<file path="src/rtl/ysyx_220053_ifu.sv">
// ysyx_220053_ifu -- instruction fetch unit.
//
// Holds the PC and fetches one 32-bit word at a time from instruction memory.
// At most one request is outstanding. The fetched word is presented to decode
// as {instr_o, pc_o} with a valid/ready handshake. Redirects from jumps and
// taken branches replace the PC, and any response already in flight is
// discarded, so stale data never reaches decode.
//
// Ports:
//   clk, rst            clock; synchronous active-high reset
//   imem_req_valid_o    fetch request valid (high only in REQ)
//   imem_req_addr_o     fetch address (current PC)
//   imem_req_ready_i    memory accepts the request this cycle
//   imem_resp_valid_i   response data valid (single-cycle pulse)
//   imem_resp_data_i    fetched instruction word
//   instr_valid_o       instruction available to decode
//   instr_o, pc_o       instruction word and its PC
//   instr_ready_i       decode consumes instr_o this cycle
//   redirect_i          change of flow
//   redirect_pc_i       redirect target
//   misalign_o          instr_o is a misaligned-target marker
//
// Optional feature macro: IFU_MISALIGN_CHECK_EN
//   defined   : misaligned redirect targets are kept as-is. Instead of fetching,
//               the unit presents a nop marker with misalign_o=1, then blocks
//               until the next redirect.
//   undefined : redirect targets are forced to word alignment, and misalign_o
//               is always 0.

module ysyx_220053_ifu #(
  parameter int unsigned       XLEN     = 64,
  parameter logic [XLEN-1:0]   RESET_PC = 64'h8000_0000
) (
  input  logic            clk,
  input  logic            rst,
  output logic            imem_req_valid_o,
  output logic [XLEN-1:0] imem_req_addr_o,
  input  logic            imem_req_ready_i,
  input  logic            imem_resp_valid_i,
  input  logic [31:0]     imem_resp_data_i,
  output logic            instr_valid_o,
  output logic [31:0]     instr_o,
  output logic [XLEN-1:0] pc_o,
  input  logic            instr_ready_i,
  input  logic            redirect_i,
  input  logic [XLEN-1:0] redirect_pc_i,
  output logic            misalign_o
);

  localparam logic [31:0] NOP = 32'h0000_0013;

  typedef enum logic [1:0] {REQ, WAIT, DROP, HOLD} state_e;

  state_e          state_q, state_d;
  logic [XLEN-1:0] pc_q, pc_d;
  logic [31:0]     instr_q, instr_d;
  logic [XLEN-1:0] pc_out_q, pc_out_d;
  logic            valid_q, valid_d;
  logic            mis_q, mis_d;
  // Set once a misaligned marker is consumed; fetch stays parked until a redirect.
  logic            blocked_q, blocked_d;

  logic [XLEN-1:0] target;
  logic            pc_mis;
  logic            req_valid;
  logic            handshake;

`ifdef IFU_MISALIGN_CHECK_EN
  assign target = redirect_pc_i;
  assign pc_mis = (pc_q[1:0] != 2'b00);
`else
  assign target = redirect_pc_i & ~XLEN'(3);
  assign pc_mis = 1'b0;
`endif

  assign req_valid = (state_q == REQ) && !pc_mis;
  assign handshake = req_valid && imem_req_ready_i;

  assign imem_req_valid_o = req_valid;
  assign imem_req_addr_o  = pc_q;
  assign instr_valid_o    = valid_q;
  assign instr_o          = instr_q;
  assign pc_o             = pc_out_q;
  assign misalign_o       = mis_q;

  always_comb begin
    state_d   = state_q;
    pc_d      = pc_q;
    instr_d   = instr_q;
    pc_out_d  = pc_out_q;
    valid_d   = valid_q;
    mis_d     = mis_q;
    blocked_d = blocked_q;
    case (state_q)
      REQ: begin
        if (redirect_i) begin
          pc_d      = target;
          blocked_d = 1'b0;
          // An accepted request with a redirect has a response to throw away.
          if (handshake) state_d = DROP;
        end else if (handshake) begin
          state_d = WAIT;
        end else if (pc_mis && !blocked_q) begin
          state_d  = HOLD;
          valid_d  = 1'b1;
          mis_d    = 1'b1;
          instr_d  = NOP;
          pc_out_d = pc_q;
        end
      end
      WAIT: begin
        if (imem_resp_valid_i) begin
          if (redirect_i) begin
            pc_d    = target;
            state_d = REQ;
          end else begin
            instr_d  = imem_resp_data_i;
            pc_out_d = pc_q;
            valid_d  = 1'b1;
            mis_d    = 1'b0;
            state_d  = HOLD;
          end
        end else if (redirect_i) begin
          pc_d    = target;
          state_d = DROP;
        end
      end
      DROP: begin
        if (redirect_i) pc_d = target;
        if (imem_resp_valid_i) state_d = REQ;
      end
      HOLD: begin
        if (redirect_i) begin
          valid_d   = 1'b0;
          mis_d     = 1'b0;
          blocked_d = 1'b0;
          pc_d      = target;
          state_d   = REQ;
        end else if (instr_ready_i) begin
          valid_d = 1'b0;
          mis_d   = 1'b0;
          state_d = REQ;
          // A consumed marker leaves the PC in place and parks fetch.
          if (mis_q) blocked_d = 1'b1;
          else       pc_d      = pc_q + XLEN'(4);
        end
      end
      default: state_d = REQ;
    endcase
  end

  always_ff @(posedge clk) begin
    if (rst) begin
      state_q   <= REQ;
      pc_q      <= RESET_PC;
      instr_q   <= 32'h0;
      pc_out_q  <= '0;
      valid_q   <= 1'b0;
      mis_q     <= 1'b0;
      blocked_q <= 1'b0;
    end else begin
      state_q   <= state_d;
      pc_q      <= pc_d;
      instr_q   <= instr_d;
      pc_out_q  <= pc_out_d;
      valid_q   <= valid_d;
      mis_q     <= mis_d;
      blocked_q <= blocked_d;
    end
  end

endmodule

</file>
<file path="config.mk">
export PLATFORM = sky130hd
export DESIGN_NAME = ysyx_220053_ifu
export DESIGN_NICKNAME = d
export VERILOG_FILES = /design/src/rtl/ysyx_220053_ifu.sv
export SDC_FILE = /design/constraint.sdc
export NUM_CORES = 1
export LEC_CHECK = 0
export BUFFER_PORTS_ARGS = -buffer_cell sky130_fd_sc_hd__buf_2
export CAP_MARGIN = 25
export CELL_PAD_IN_SITES_DETAIL_PLACEMENT = 0
export CELL_PAD_IN_SITES_GLOBAL_PLACEMENT = 1
export CORE_AREA = 4 4 150 152
export DETAILED_ROUTE_END_ITERATION = 12
export DIE_AREA = 0 0 154 156
export GPL_TIMING_DRIVEN = 0
export PLACE_DENSITY = 0.78
export SLEW_MARGIN = 20
export SYNTH_ARGS = -nofsm -noshare
export SYNTH_HDL_FRONTEND = slang
export SYNTH_SLANG_ARGS = --single-unit
export TNS_END_PERCENT = 100
</file>
<file path="constraint.sdc">
create_clock -name clk -period 3.2 [get_ports clk]
set_input_delay 0.64 -clock clk [delete_from_list [all_inputs] [get_ports clk]]
set_output_delay 0.64 -clock clk [all_outputs]
set_load 0.03 [all_outputs]
</file>
==> results.json, run 1 <==
{
  "status": "finished, final reports clean",
  "synthArstFlopShare": 0,
  "dieHeight_um": 156,
  "timing.hold.ws_ps": 431,
  "fin_total_pwr_mw": 4.60,
  "grt.total_usage": 0.228,
  "relSlewSlack": 0.307,
  "finClkSkew_ps": 13.9,
  "fin_crit_sh": 0.936,
  "dieArea_mm2": 0.0240,
  "rsz0062_at_grt": "false",
  "syn_area_mm2": 0.00728,
  "grt-ovfl-total": 0,
  "cts_sinks": 159,
  "post-cts-setup-buffer-count": 0,
  "tightest_slew_ps": 1030,
  "synth.avg_cell_area_um2": 7.62,
  "drive_gt1_frac": 0.254,
  "critical_path_required_ps": 3540,
  "ys_top_cells_by_area": "dfxtp_1, nand2_1, a21oi_1",
  "fin_nets": 1339,
  "p_comb_frac": 0.122,
  "ys_types": 54,
  "first_global_vias": 7488,
  "arrival_ps": 3340,
  "cts_buffer_depth": 2,
  "p_leak_nw": 3.93,
  "fillers": 2328,
  "syn_inst": 956,
  "fmax_mhz": 334,
  "cts_tree": "yes",
  "port_buffers": 256,
  "num_rows": 53,
  "crit_buf_inv": 3,
  "core-area_mm2": 0.0210,
  "cp-end-kind": "flip-flop",
  "hold_path_class": "in2reg",
  "pwr_density_cell_mw_per_mm2": 486,
  "antenna_found_initial": 3,
  "grt_pass1_wl_um": 43000,
  "cts_buffers": 17,
  "drtPass1Iterations": 5,
  "cp_common_cell": "clkbuf_1",
  "timing.max_cap.violations": 0,
  "gp_congestion": 0.915,
  "synth-warning-count": 0,
  "finalSetupViolCount": 0,
  "fin_crit_ps": 2990,
  "drt_iter0_drc": 507,
  "num_vias": 7792,
  "irDropWorstVdd_uv": 391,
  "initial_utilization": 0.346,
  "synth_ff_type": "dfxtp_1",
  "p_switching_mw": 1.37,
  "path_clk_slew_ps": 70,
  "drc": 0,
  "synth.top_cell.area_share": 0.437,
  "cts-hold-fix-buffers": 0,
  "root_buffer": "clkbuf_16",
  "synth_edf_count": 0,
  "cts_resized": 0,
  "drt.antenna.violating_nets": 0,
  "ioPinCount": 265,
  "yosys_register_bits": 159,
  "final_area_mm2": 0.00947,
  "wirelength_um": 28200,
  "slowest_delay_ps": 590,
  "p_int_mw": 3.23,
  "ys_seq_area_frac": 0.437,
  "crit_chain": "clkbuf_1 > and3_1 > clkbuf_1 > nand3_1 > buf_2 > nor4_1 > xnor2_1 > a211oi_1",
  "pwr-share-clk": 0.414,
  "finalMaxSlewViolations": 0,
  "cp_slowest_cell": "clkbuf_1",
  "wl_per_cell_um": 18.5,
  "hold_viol_final": 0,
  "p_sw_frac": 0.298,
  "drt-vias-per-instance": 5.11,
  "grt_max_degree": 17,
  "utilization": 0.451,
  "cp_top_family": "buffers and inverters",
  "critPathLaunchType": "flip-flop",
  "power.share.sequential": 0.464,
  "synth.largest_area_cell": "dfxtp_1",
  "die_w_um": 154,
  "dpl_cell_area_mm2": 0.00892,
  "h-tree-depth": 4,
  "clk_latency_ps": 440,
  "worstSetupPathType": "reg2reg",
  "cp_max_fo": 10,
  "area_growth_pct": 30.0,
  "dp_hpwl_um": 21500
}
==> stage by stage <==
step	setup TNS (ps)	setup slack [ps]	std cells
6_report	0	206	1526
5_1_grt	0	17.6	1525
4_1_cts	0	258	1523
3_5_place_dp	-31.1	-31.1	1491
3_3_place_gp	0	8.56	1491
2_1_floorplan	0	512	960
==> routing by layer <==
layer	global-route usage	wire [µm]	vias to the layer above	share of wire
met5	0	7	-	0.00025
met4	0.0711	604	2	0.021
met3	0.0644	2400	37	0.085
met2	0.363	13000	322	0.46
met1	0.303	12300	3585	0.43
li1	-	-	3846	-
==> tightest hold or removal path: stages <==
cell and delay, ps:
buf_2 100, nand2_1 40, a21oi_1 50
==> power by group through the flow <==
stage | logic, mW | registers, mW | clock network, mW
global route | 0.610 | 2.15 | 2.04
finish | 0.561 | 2.13 | 1.91
CTS | 0.563 | 2.13 | 1.95
floorplan | 0.228 | 2.27 | 0
global placement | 0.558 | 2.18 | 0
detailed placement | 0.561 | 2.18 | 0
==> cell usage after synthesis, drive strengths merged, types with 4 or more instances <==
master,count
nand2,224
dfxtp,159
a21oi,130
nor2,66
clkbuf,54
nor3,33
inv,27
nand3,27
nand4,24
buf,22
a211oi,21
nor4,18
xnor2,17
xor2,15
and3,11
mux2i,11
o21ai,10
or3,10
a31oi,8
nor2b,8
o21a,8
a21o,5
and4,5
or4,5
a2111oi,4
and2,4
or2,4
==> flip-flops by register name, summed over array words and instances, names as in the netlist <==
signal           flops
instr_o             32
instr_valid_o        1
state_q              2
pc_o                62
imem_req_addr_o     62
==> kinds of logic after synthesis <==
family,after synthesis,share of synthesized area
flops,159,0.437
mux,12,0.0167
compound gates,208,0.169
buf+inv,103,0.0579
xor+xnor,32,0.0385
fa+ha+maj,1,0.00172
simple gates,440,0.278
other cells,1,0.000515
==> area by class of cell <==
type | instances | area (µm²) | share of cell area
Multi-Input combinational cell | 698 | 3690 | 0.390
Sequential cell | 159 | 3180 | 0.336
Buffer | 76 | 320 | 0.0338
Timing Repair Buffer | 257 | 1290 | 0.136
Tap cell | 275 | 344 | 0.0363
Clock inverter | 14 | 108 | 0.0114
Inverter | 27 | 101 | 0.0107
Antenna cell | 2 | 5.00 | 0.000528
Clock buffer | 18 | 429 | 0.0453
==> cell usage in the layout, fill, tap and decap left out, drive strengths merged, types with 3 or more instances in the layout <==
master / instances
or3: 10
conb: 5
and2: 4
buf: 278
o21a: 8
o21bai: 3
and4: 5
a21oi: 130
xnor2: 17
a21o: 5
nand2: 224
and3: 11
clkbuf: 73
o21ai: 10
dfxtp: 159
inv: 32
clkinv: 4
a2111oi: 4
a31oi: 8
nor4: 18
nand4: 24
nor3: 33
clkinvlp: 5
nor2b: 8
o31ai: 3
a211oi: 21
nor2: 66
or4: 5
nand3: 27
mux2i: 11
or2: 4
xor2: 15
==> worst paths after layout <==
path	from	end	slack [ps]	cells past startpoint
worst max register to register	state_q[1]	imem_req_addr_o[62]	210	8
worst min register to register	pc_o[33]	pc_o[33]	450	2
worst max-delay path	state_q[1]	imem_req_addr_o[62]	210	8
worst min-delay path	imem_resp_data_i[30]	instr_o[30]	430	3
Note: power is estimated with default switching activity, not from simulation.
==> run 2: changes to the inputs <==
--- a/config.mk
+++ b/config.mk
@@ -9,11 +9,12 @@
 export CAP_MARGIN = 25
 export CELL_PAD_IN_SITES_DETAIL_PLACEMENT = 0
 export CELL_PAD_IN_SITES_GLOBAL_PLACEMENT = 1
-export CORE_AREA = 4 4 150 152
+export CORE_AREA = 4 4 144 146
 export DETAILED_ROUTE_END_ITERATION = 12
-export DIE_AREA = 0 0 154 156
+export DIE_AREA = 0 0 148 150
 export GPL_TIMING_DRIVEN = 0
-export PLACE_DENSITY = 0.78
+export PLACE_DENSITY = 0.84
+export RECOVER_POWER = 25
 export SLEW_MARGIN = 20
 export SYNTH_ARGS = -nofsm -noshare
 export SYNTH_HDL_FRONTEND = slang
==> constraint.sdc (replaced) <==
create_clock -name clk -period 3.52 [get_ports clk]
set_input_delay 0.704 -clock clk [delete_from_list [all_inputs] [get_ports clk]]
set_output_delay 0.704 -clock clk [all_outputs]
set_load 0.03 [all_outputs]
==> run 2 against run 1 <==
  * Worst setup slack improved by 260 ps
  * Non-clock buffer count unchanged
  * Design area down 0.66%
  * Combinational power down 9.8%
  * Critical path depth stayed put
  * Die area shrank 7.6%
  * Clock power is 3% lower
  * Routed wire length is 0.91% lower
  * Maximum frequency decreased by 1.9%
  * Cell count fell by 0.66%
  * Critical endpoint is now pc_o[33]
  * Highest routed layer is now met4
==> results.json, run 2 (synthesized netlist as in run 1, its figures left out) <==
{
  "slowest_delay_ps": 650,
  "critical_path_required_ps": 3880,
  "drive_gt1_frac": 0.190,
  "antenna_found_initial": 3,
  "path_clk_slew_ps": 60,
  "drt_iter0_drc": 685,
  "multiInputGateArea_mm2": 0.00369,
  "p_leak_nw": 3.63,
  "hold_viol_final": 0,
  "cp_max_fo": 10,
  "drtPass1Iterations": 6,
  "setup_slack_ps": 468,
  "clk_latency_ps": 430,
  "core-area_mm2": 0.0194,
  "cts_buffer_depth": 2,
  "hold_path_class": "reg2reg",
  "root_buffer": "clkbuf_16",
  "critPathLaunchType": "flip-flop",
  "drt.antenna.violating_nets": 0,
  "fillers": 2139,
  "grt.total_usage": 0.243,
  "irDropWorstVdd_uv": 283,
  "fin_nets": 1339,
  "die_w_um": 148,
  "timing.max_cap.violations": 0,
  "pwr_density_cell_mw_per_mm2": 457,
  "regArea_mm2": 0.00318,
  "cts-hold-fix-buffers": 0,
  "post-cts-setup-buffer-count": 0,
  "final_cell_mix": "nand2_1, buf_2, dfxtp_1",
  "timing.hold.ws_ps": 452,
  "drc": 0,
  "arrival_ps": 3410,
  "fmax_mhz": 328,
  "dieHeight_um": 150,
  "final_area_mm2": 0.00941,
  "h-tree-depth": 4,
  "grt_pass1_wl_um": 42100,
  "wirelength_um": 28000,
  "status": "finished, final reports clean",
  "drt-vias-per-instance": 5.22,
  "dieArea_mm2": 0.0222,
  "first_global_vias": 7537,
  "crit_chain": "clkbuf_1 > nor2b_1 > and2_1 > clkbuf_1 > clkbuf_1 > clkbuf_1 > nand2_1 > a21oi_1",
  "port_buffers": 256,
  "cts_buffers": 17,
  "gp_congestion": 0.907,
  "final_common_cell": "nand2_1",
  "cp-end-kind": "flip-flop",
  "ioPinCount": 265,
  "utilization": 0.485,
  "worstSetupPathType": "reg2reg",
  "grt-ovfl-total": 0,
  "rsz0062_at_grt": "false",
  "cts_resized": 0,
  "dpl_cell_area_mm2": 0.00892,
  "finClkSkew_ps": 8.01,
  "finalMaxSlewViolations": 0,
  "initial_utilization": 0.375,
  "finalSetupViolCount": 0,
  "dp_hpwl_um": 20900,
  "cp_slowest_cell": "clkbuf_1",
  "grt_max_degree": 17,
  "cts_tree": "yes",
  "wl_per_cell_um": 18.4,
  "area_growth_pct": 29.2,
  "cp_common_cell": "clkbuf_1",
  "relSlewSlack": 0.291,
  "pre_cts_slack_ps": 387,
  "cts_sinks": 159,
  "tightest_slew_ps": 1050,
  "num_rows": 51,
  "fin_crit_ps": 3050,
  "fin_crit_sh": 0.867,
  "finalSetupTns_ps": 0,
  "num_vias": 7921
}
-- run 2: path summary, 6_finish.rpt --
kind                            startpoint        to  slack, ps  depth (start not counted)
worst max-delay path            state_q[0]  pc_o[33]        470                          8
worst min-delay path               pc_o[5]   pc_o[5]        450                          2
worst max register to register  state_q[0]  pc_o[33]        470                          8
worst min register to register     pc_o[5]   pc_o[5]        450                          2
-- run 2: cell type report --
type | instances | share of cell area
antenna | 3 | 0.000798
tap | 265 | 0.0352
inverter | 27 | 0.0108
clock buffer | 21 | 0.0500
multi-input combinational | 698 | 0.393
timing repair buffer | 257 | 0.126
clock inverter | 10 | 0.0120
buffer | 76 | 0.0340
sequential | 159 | 0.338
-- run 2: per-stage QoR --
stage,total power [mW],cells
4_1_cts,4.33,1513
5_1_grt,4.46,1516
3_5_place_dp,2.48,1482
2_1_floorplan,2.27,960
6_report,4.30,1516
3_3_place_gp,2.48,1481
-- run 2: layer usage --
layer / GRT usage / up-vias / share of wire
met5: 0 / - / 0
met4: 0.0841 / 0 / 0.025
met3: 0.0518 / 46 / 0.078
met2: 0.385 / 353 / 0.45
met1: 0.329 / 3683 / 0.44
li1: - / 3839 / -
-- run 2: worst max-delay path: cells and delay by family, from the launching register on --
| kind | cells | cell delay, ps |
|---|---|---|
| AND/OR/NAND/NOR | 3 | 630 |
| AO/OA/AOI/OAI | 1 | 150 |
| flip-flops | 1 | 320 |
| buffers and inverters | 4 | 1850 |
-- run 2: report_power, final --
| group | total, mW | switching [mW] | internal [mW] |
|---|---|---|---|
| logic | 0.506 | 0.339 | 0.167 |
| clock network | 1.85 | 0.759 | 1.09 |
| registers | 1.94 | 0.0842 | 1.86 |
| total | 4.30 | 1.18 | 3.12 |
